--- src/rtl/regex_arb_package.sv ---
// Shared definitions for the instruction-memory round-robin arbiter:
// fixed read latency, one-hot decode and the rotate-priority search.
package regex_arb_package;

    // Instruction memory returns data exactly this many cycles after a handshake.
    localparam int unsigned REGEX_IMEM_LATENCY = 32'd1;

    // Widest requester vector the helpers support (N_REQ_BITS up to 5).
    localparam int unsigned RR_MAX_REQ = 32'd32;

    // One-hot vector with only bit 'id' set.
    function automatic logic [RR_MAX_REQ-1:0] onehot_from_id(input int unsigned id);
        logic [RR_MAX_REQ-1:0] vec;
        vec = '0;
        vec[id[4:0]] = 1'b1;
        return vec;
    endfunction

    // First set bit of 'valid' searching upward from 'ptr', modulo n_req
    // (n_req is a power of two). Returns ptr when nothing is valid.
    function automatic int unsigned rr_pick(input logic [RR_MAX_REQ-1:0] valid,
                                            input int unsigned ptr,
                                            input int unsigned n_req);
        int unsigned winner;
        int unsigned idx;
        winner = ptr;
        // Walk from the far end so the closest hit to ptr is written last.
        for (int unsigned k = RR_MAX_REQ; k > 32'd0; k--) begin
            if ((k - 32'd1) < n_req) begin
                idx = (ptr + (k - 32'd1)) & (n_req - 32'd1);
                if (valid[idx[4:0]]) begin
                    winner = idx;
                end else begin
                    winner = winner;
                end
            end else begin
                winner = winner;
            end
        end
        return winner;
    endfunction

endpackage

--- src/rtl/rr_pick_comb.sv ---
// Rotating-priority encoder: picks the first valid requester at or after
// the round-robin pointer. Purely combinational, N_REQ-generic.
module rr_pick_comb
    import regex_arb_package::*;
#(
    parameter  int unsigned N_REQ_BITS = 2,
    localparam int unsigned N_REQ      = 32'd1 << N_REQ_BITS,
    localparam int unsigned ID_W       = (N_REQ_BITS > 0) ? N_REQ_BITS : 32'd1
) (
    input  logic [N_REQ-1:0] valid_i,
    input  logic [ID_W-1:0]  ptr_i,
    output logic [ID_W-1:0]  winner_o,
    output logic             any_o
);

    int unsigned pick_s;

    // Rotate-search from the pointer; idle cycles resolve to the pointer slot.
    always_comb begin
        pick_s   = rr_pick(RR_MAX_REQ'(valid_i), 32'(ptr_i), N_REQ);
        winner_o = ID_W'(pick_s);
        any_o    = |valid_i;
    end

endmodule

--- src/rtl/regex_imem_arbiter_rr.sv ---
// Round-robin arbiter sharing one single-read-port instruction memory among
// 2**N_REQ_BITS regex cores. Grant is combinational and work-conserving,
// read data is broadcast with a one-hot per-slot strobe one cycle later.
// Optional per-slot grant counters: define REGEX_IMEM_ARB_STATS_EN.
module regex_imem_arbiter_rr
    import regex_arb_package::*;
#(
    parameter  int unsigned N_REQ_BITS        = 2,
    parameter  int unsigned MEMORY_ADDR_WIDTH = 11,
    parameter  int unsigned MEMORY_WIDTH      = 16,
    parameter  int unsigned STATS_WIDTH       = 16,
    localparam int unsigned N_REQ             = 32'd1 << N_REQ_BITS,
    // Slot-id width; equals N_REQ_BITS except for the single-requester build.
    localparam int unsigned ID_W              = (N_REQ_BITS > 0) ? N_REQ_BITS : 32'd1
) (
    input  logic                                 clk,
    input  logic                                 rst_n,
`ifdef REGEX_IMEM_ARB_STATS_EN
    input  logic                                 stats_clear,
    output logic [N_REQ*STATS_WIDTH-1:0]         grant_count,
`endif
    input  logic [N_REQ-1:0]                     req_valid,
    input  logic [N_REQ*MEMORY_ADDR_WIDTH-1:0]   req_addr,
    output logic [N_REQ-1:0]                     req_ready,
    output logic [MEMORY_WIDTH-1:0]              req_data,
    output logic [N_REQ-1:0]                     req_data_valid,
    output logic                                 mem_valid,
    output logic [MEMORY_ADDR_WIDTH-1:0]         mem_addr,
    input  logic                                 mem_ready,
    input  logic [MEMORY_WIDTH-1:0]              mem_data,
    output logic [ID_W-1:0]                      last_grant_id,
    output logic                                 busy
);

    logic [ID_W-1:0]  rr_ptr_q,     rr_ptr_d;
    logic [ID_W-1:0]  last_grant_q, last_grant_d;
    logic [N_REQ-1:0] dvalid_q,     dvalid_d;
    logic             busy_q,       busy_d;

    logic [ID_W-1:0]  winner_s;
    logic             any_s;
    logic [N_REQ-1:0] grant_oh_s;
    logic             hs_s;

    // Winner select depends only on req_valid and the pointer, never mem_ready.
    rr_pick_comb #(
        .N_REQ_BITS (N_REQ_BITS)
    ) u_pick (
        .valid_i  (req_valid),
        .ptr_i    (rr_ptr_q),
        .winner_o (winner_s),
        .any_o    (any_s)
    );

    // Request steering: address mux, ready fan-out, handshake detect.
    always_comb begin
        grant_oh_s = N_REQ'(onehot_from_id(32'(winner_s)));
        mem_addr   = '0;
        for (int unsigned i = 0; i < N_REQ; i++) begin
            if (winner_s == ID_W'(i)) begin
                mem_addr = req_addr[i*MEMORY_ADDR_WIDTH +: MEMORY_ADDR_WIDTH];
            end else begin
                mem_addr = mem_addr;
            end
        end
        // Held reset forces the request side quiet.
        mem_valid = any_s & rst_n;
        req_ready = grant_oh_s & {N_REQ{mem_ready & mem_valid}};
        hs_s      = mem_valid & mem_ready;
        req_data  = mem_data;
    end

    // Next-state: advance pointer past the winner and arm the data strobe.
    always_comb begin
        rr_ptr_d     = rr_ptr_q;
        last_grant_d = last_grant_q;
        dvalid_d     = '0;
        busy_d       = 1'b0;
        if (hs_s) begin
            if (N_REQ_BITS == 0) begin
                rr_ptr_d = '0;
            end else begin
                // ID_W == N_REQ_BITS here, so the add wraps N_REQ-1 -> 0.
                rr_ptr_d = winner_s + ID_W'(1);
            end
            last_grant_d = winner_s;
            dvalid_d     = grant_oh_s;
            busy_d       = 1'b1;
        end else begin
            rr_ptr_d = rr_ptr_q;
        end
    end

    // Arbiter state registers; reset discards any read in flight.
    always_ff @(posedge clk or negedge rst_n) begin
        if (!rst_n) begin
            rr_ptr_q     <= '0;
            last_grant_q <= '0;
            dvalid_q     <= '0;
            busy_q       <= 1'b0;
        end else begin
            rr_ptr_q     <= rr_ptr_d;
            last_grant_q <= last_grant_d;
            dvalid_q     <= dvalid_d;
            busy_q       <= busy_d;
        end
    end

    assign req_data_valid = dvalid_q;
    assign busy           = busy_q;
    assign last_grant_id  = last_grant_q;

`ifdef REGEX_IMEM_ARB_STATS_EN
    logic [STATS_WIDTH-1:0] cnt_q [N_REQ];
    logic [STATS_WIDTH-1:0] cnt_d [N_REQ];

    // Saturating per-slot grant counters; clear beats a same-cycle increment.
    always_comb begin
        for (int unsigned i = 0; i < N_REQ; i++) begin
            cnt_d[i] = cnt_q[i];
            if (stats_clear) begin
                cnt_d[i] = '0;
            end else if (hs_s && (winner_s == ID_W'(i)) && (cnt_q[i] != {STATS_WIDTH{1'b1}})) begin
                cnt_d[i] = cnt_q[i] + STATS_WIDTH'(1);
            end else begin
                cnt_d[i] = cnt_q[i];
            end
        end
    end

    // Counter registers.
    always_ff @(posedge clk or negedge rst_n) begin
        if (!rst_n) begin
            for (int unsigned i = 0; i < N_REQ; i++) begin
                cnt_q[i] <= '0;
            end
        end else begin
            for (int unsigned i = 0; i < N_REQ; i++) begin
                cnt_q[i] <= cnt_d[i];
            end
        end
    end

    for (genvar g = 0; g < N_REQ; g++) begin : g_stats_out
        assign grant_count[g*STATS_WIDTH +: STATS_WIDTH] = cnt_q[g];
    end
`endif

endmodule

--- config.mk ---
export PLATFORM = sky130hd
export DESIGN_NAME = regex_imem_arbiter_rr
export DESIGN_NICKNAME = d
export VERILOG_FILES = /design/src/rtl/regex_arb_package.sv /design/src/rtl/rr_pick_comb.sv /design/src/rtl/regex_imem_arbiter_rr.sv
export SDC_FILE = /design/constraint.sdc
export NUM_CORES = 1
export LEC_CHECK = 0
export ABC_AREA = 1
export ABC_CLOCK_PERIOD_IN_PS = 4300
export BUFFER_PORTS_ARGS = -buffer_cell sky130_fd_sc_hd__buf_2
export CAP_MARGIN = 0
export CELL_PAD_IN_SITES_DETAIL_PLACEMENT = 1
export CELL_PAD_IN_SITES_GLOBAL_PLACEMENT = 1
export CORE_UTILIZATION = 23
export CTS_BUF_LIST = sky130_fd_sc_hd__clkbuf_8
export CTS_CLUSTER_DIAMETER = 100
export DETAILED_ROUTE_END_ITERATION = 16
export PLACE_DENSITY = 0.95
export RECOVER_POWER = 100
export SYNTH_ARGS = -nofsm -noshare
export SYNTH_HDL_FRONTEND = slang
export SYNTH_SLANG_ARGS = --single-unit
export TNS_END_PERCENT = 50
--- constraint.sdc ---
create_clock -name clk -period 4.3 [get_ports clk]
set_input_delay 0.86 -clock clk [delete_from_list [all_inputs] [get_ports clk]]
set_output_delay 0.86 -clock clk [all_outputs]
set_load 0.03 [all_outputs]
==> flow_metrics.py, run 1 <==
metrics = {
    "cts": {
        "cts_setup_buffers": 0,
        "cts.sinks": 9,
        "ctsHoldBuffers": 0,
        "cts.clk_slew.worst_paths_ns": 0.04,
        "clock_latency_ns": 0.24,
        "cts_resized": 0,
        "cts_tree": "built",
        "root_buffer": "clkbuf_8",
        "htree_levels": 1,
        "clockBufferDepth": 2,
        "cts_buffers": 3,
    },
    "final_layout": {
        "num_antenna_cells": 0,
        "final_common_cell": "nand2_1",
        "layout.cells.non_filler": 287,
        "nNetsFinal": 307,
        "area_delta_synth_final_pct": 30.4,
        "layout_common_cells": "71 x nand2_1, 54 x buf_2, 25 x o21ai_0",
        "drive_above_1_share": 0.285,
    },
    "route": {
        "dr.pass1.iters": 4,
        "drt_iter0_drc": 99,
        "routed_wl_um": 3290,
        "drc": 0,
        "vias": 1299,
        "detail_route.vias_per_cell": 4.53,
        "detail_route.wl_per_cell_um": 11.5,
        "ant_nets": 0,
    },
    "worst_setup_path": {
        "critical-path-max-stage-delay_ns": 0.38,
        "crit_path_start_kind": "input port",
        "crit_required_ns": 3.44,
        "crit_fanout": 13,
        "reg2reg_depth": 14,
        "cp_cell_sequence": "buf_2 > inv_1 > nand2_1 > nand3_1 > nand2_1 > inv_1 > nand2_1 > nand2_1 > nand2_1 > nand2_1 > nand2_1 > ha_1 > nor2_1 > buf_4 > nand2_1 > nand2_1 > o21ai_0 > o21ai_0 > clkbuf_2",
        "crit_path_end_kind": "output pin",
        "reg2reg_slack_ns": 2.02,
        "worstPathArrival_ns": 3.10,
        "cp_num_cells": 19,
        "crit_family": "simple AND/OR/NAND/NOR gates",
        "cp_num_buf_inv": 5,
        "cp_common_cell": "nand2_1",
        "worstSetupPathType": "in2out",
        "worst_r2r_endpoint": "req_data_valid[2]",
        "r2r-start": "rr_ptr_q[0]",
        "cp_slowest_cell": "ha_1",
    },
    "timing": {
        "max_freq_mhz": 253,
        "clock-skew-final_ns": 0.00222,
        "fin_crit_ns": 3.96,
        "grt_setup_unrepaired": "false",
        "finalSetupViolCount": 0,
        "hold_viol_final": 0,
        "finalCritPeriodShare": 0.920,
        "slew_violations": 0,
        "max_slew_margin": 0.670,
        "worst_slew_pin_slew_ns": 0.495,
        "setup-tns-final_ns": 0,
    },
    "floorplan": {
        "die_w_um": 69.2,
        "die_h_um": 69.2,
        "std_cell_rows": 24,
        "ios": 106,
        "core_um2": 4350,
        "start_util": 0.239,
        "fp.dieArea_um2": 4790,
    },
    "hold_path": {
        "hold-path-endpoint": "last_grant_id[1]",
        "min_path_type": "reg2reg",
        "hold_path_depth": 2,
        "worstHoldStart": "last_grant_id[1]",
    },
    "yosys": {
        "syn_area_um2": 1040,
        "synth_cell_type_count": 17,
        "synthCells": 178,
        "yosysWarnings": 0,
        "ys_top_cells_by_area": "nand2_1 25%, dfrtp_1 22%, o21ai_0 12%",
        "avgSynthCellArea_um2": 5.83,
        "synth_nets": 249,
        "ys_ff_latch": 9,
        "ys_seq_area_frac": 0.217,
        "yosysTopAreaCell": "nand2_1",
        "yosysTopAreaCellShare": 0.249,
    },
    "global_route": {
        "grt_pass1_vias": 1322,
        "track_usage": 0.135,
        "overflow": 0,
        "grt_pass1_wl_um": 5510,
        "grt_max_degree": 24,
        "antenna_found_initial": 0,
    },
    "placement": {
        "placedCellCount": 283,
        "io_buffers": 73,
        "gp_congestion": 0.851,
        "dpl.hpwl_um": 2770,
    },
    "run_status": {
        "status": "finished, final reports clean",
    },
    "flow_run": {
        "maxCapViolations": 0,
    },
}
==> worst max-delay path by stage <==
stage | from | slack, ns | endpoint
finish | req_valid[1] | 0.34 | mem_addr[6]
global route | rr_ptr_q[0] | 0.12 | mem_addr[0]
CTS | req_valid[1] | 0.37 | mem_addr[6]
detailed placement | req_valid[1] | 0.38 | mem_addr[6]
global placement | req_valid[1] | 0.49 | mem_addr[6]
floorplan | req_valid[1] | 0.55 | mem_addr[1]
==> worst reg2reg max path: cells and delay by family (launching register included) <==
family	cells	cell delay, ns
buf+inv	4	0.59
simple gates	9	0.81
fa+ha+maj	1	0.21
flops	1	0.55
==> layer usage <==
layer  share of wire  track usage  vias up
li1                -            -      659
met3           0.042       0.0174       11
met4           0.031       0.0658        0
met1            0.41        0.142      589
met2            0.52        0.261       40
met5               0            0        -
==> area by class of cell <==
class | count | area (um2)
timing repair buffer | 76 | 370
inverter | 18 | 67.6
sequential | 9 | 225
tap | 52 | 65.1
clock inverter | 1 | 3.75
multi-input combinational | 128 | 581
fill | 597 | 3000
clock buffer | 3 | 41.3
==> state kept, by name, summed over array words and instances, names as in the netlist <==
signal,flops
busy,1
last_grant_id,2
req_data_valid,4
rr_ptr_q,2
==> synthesized netlist by cell type <==
cell type  number
nand2_2         1
nand2_4         1
dfrtp_1         9
inv_1          17
clkbuf_1        5
o21ai_0        25
buf_6           1
buf_2           1
nor2_1          6
o21bai_1        1
buf_4          16
a21oi_1        11
inv_2           1
ha_1            4
o21ai_2         1
nand2_1        69
nand3_1         9
==> cells by family after synthesis <==
group | share of synthesized area
flops | 0.217
compound gates | 0.189
simple gates | 0.331
fa+ha+maj | 0.0482
buf+inv | 0.214
==> stage by stage <==
step | hold WS (ns) | worst slack, ns | utilization | instance area [um2]
after floorplan | 0.564 | 0.550 | - | 1040
after global placement | 0.458 | 0.487 | 0.307 | 1340
after detailed placement | 0.487 | 0.385 | 0.307 | 1340
after CTS | 0.468 | 0.375 | 0.317 | 1380
after global routing | 0.517 | 0.116 | 0.311 | 1350
final | 0.491 | 0.343 | 0.311 | 1350
Power of run 1 is left out: the tool's default activity adds up to more than one toggle a clock period on the data nets, which glitch-free logic cannot reach.
==> run 2: changes to the inputs <==
==> constraint.sdc (replaced) <==
create_clock -name clk -period 4.3 [get_ports clk]
set_input_delay 1.075 -clock clk [delete_from_list [all_inputs] [get_ports clk]]
set_output_delay 1.075 -clock clk [all_outputs]
set_load 0.03 [all_outputs]
==> flow_metrics.py, run 2 (synthesis gave the netlist of run 1 again) <==
metrics = {
    "hold_path": {
        "min_path_type": "reg2reg",
        "worstHoldStart": "last_grant_id[1]",
    },
    "route": {
        "detail_route.wl_per_cell_um": 12.3,
        "routed_wl_um": 3550,
        "ant_nets": 0,
        "drc": 0,
        "drt_iter0_drc": 47,
        "detail_route.vias_per_cell": 4.55,
        "vias": 1314,
        "dr.pass1.iters": 6,
    },
    "worst_setup_path": {
        "crit_path_end_kind": "output pin",
        "r2r-start": "rr_ptr_q[0]",
        "critPathLaunch": "req_valid[1]",
        "crit_path_start_kind": "input port",
        "crit_required_ns": 3.22,
        "crit_fanout": 6,
        "worstSetupPathType": "in2out",
        "worstPathArrival_ns": 3.05,
    },
    "final_layout": {
        "nNetsFinal": 309,
        "num_antenna_cells": 0,
        "layout_common_cells": "70 x nand2_1, 53 x buf_2, 20 x o21ai_0",
        "final_common_cell": "nand2_1",
        "drive_above_1_share": 0.316,
        "area_delta_synth_final_pct": 35.7,
        "fillers": 605,
        "largest_reg_flops": 4,
    },
    "cts": {
        "htree_levels": 1,
        "clockBufferDepth": 2,
        "cts.clk_slew.worst_paths_ns": 0.04,
        "clock_latency_ns": 0.23,
        "cts.sinks": 9,
        "cts_tree": "built",
        "cts_buffers": 3,
        "root_buffer": "clkbuf_8",
    },
    "timing": {
        "slew_violations": 0,
        "finalSetupViolCount": 0,
        "setup-tns-final_ns": 0,
        "max_slew_margin": 0.664,
        "max_freq_mhz": 243,
        "clock-skew-final_ns": 0.000431,
        "worst_slew_pin_slew_ns": 0.504,
        "hold_viol_final": 0,
        "hold_ws_ns": 0.492,
        "finalCritPeriodShare": 0.958,
        "fin_crit_ns": 4.12,
    },
    "global_route": {
        "track_usage": 0.144,
        "grt_pass1_vias": 1329,
        "grt_max_degree": 24,
        "antenna_found_initial": 0,
        "overflow": 0,
        "grt_pass1_wl_um": 5840,
    },
    "floorplan": {
        "std_cell_rows": 24,
        "core_um2": 4350,
        "die_w_um": 69.2,
        "fp.dieArea_um2": 4790,
        "start_util": 0.239,
        "ios": 106,
        "die_h_um": 69.2,
    },
    "placement": {
        "io_buffers": 73,
        "dpl.hpwl_um": 2850,
        "gp_congestion": 0.886,
    },
    "run_status": {
        "status": "finished, final reports clean",
    },
    "flow_run": {
        "maxCapViolations": 0,
    },
}
[run 2: metrics by stage]
| stage | cell area [um2] | setup slack [ns] | instances | utilization |
|---|---|---|---|---|
| after detailed placement | 1340 | 0.117 | 284 | 0.309 |
| final | 1410 | 0.179 | 289 | 0.324 |
| after CTS | 1390 | 0.108 | 288 | 0.319 |
| after floorplan | 1040 | 0.120 | 178 | - |
| after global placement | 1340 | 0.256 | 284 | 0.309 |
| after global routing | 1410 | -0.0608 | 289 | 0.324 |
[run 2: worst paths after layout]
path                            slack (ns)  cells past startpoint           endpoint
worst max-delay path                  0.18                     21        mem_addr[2]
worst min-delay path                  0.49                      2   last_grant_id[1]
worst max register to register        2.01                     14  req_data_valid[2]
worst min register to register        0.49                      2   last_grant_id[1]
max in group asynchronous             3.18                      1  req_data_valid[3]
min in group asynchronous             0.78                      1  req_data_valid[1]
[run 2: timing repair]
action / in CTS / in global routing
endpoints found under the hold margin: 0 / 0
endpoints found under the setup margin: 0 / 11
gates resized for setup: 0 / 18
setup buffers: 0 / 0
hold buffers: 0 / 0
[run 2: area by class of cell]
| type | count | area (um2) | area share |
|---|---|---|---|
| inverters | 18 | 67.6 | 0.0480 |
| repair buffers | 78 | 405 | 0.288 |
| clock inverters | 1 | 3.75 | 0.00266 |
| flip-flops and latches | 9 | 225 | 0.160 |
| well taps | 52 | 65.1 | 0.0462 |
| multi-input cells | 128 | 601 | 0.426 |
| clock buffers | 3 | 41.3 | 0.0293 |
[run 2: worst max-delay path, cell delays in order]
cell and delay (ns):
buf_2 0.10, inv_2 0.07, nand2_1 0.09, nand3_2 0.11, nand2_1 0.05, inv_1 0.04, nand2_1 0.05, nand2_1 0.07
nand2_1 0.06, nand2_1 0.08, nand2_2 0.09, inv_1 0.10, ha_1 0.18, inv_1 0.08, nor2_4 0.11, buf_6 0.13
nand2_1 0.05, nand2_1 0.05, o21ai_0 0.06, o21ai_0 0.16, clkbuf_2 0.23
[run 2: routing by layer]
metal  routed length (um)  GRT usage  vias up
met3                  143     0.0174        4
met4                   34     0.0363        0
met2                 1890      0.278       31
met5                    0          0        -
li1                     -          -      662
met1                 1480      0.164      617
Power of run 2 is left out for the same reason.
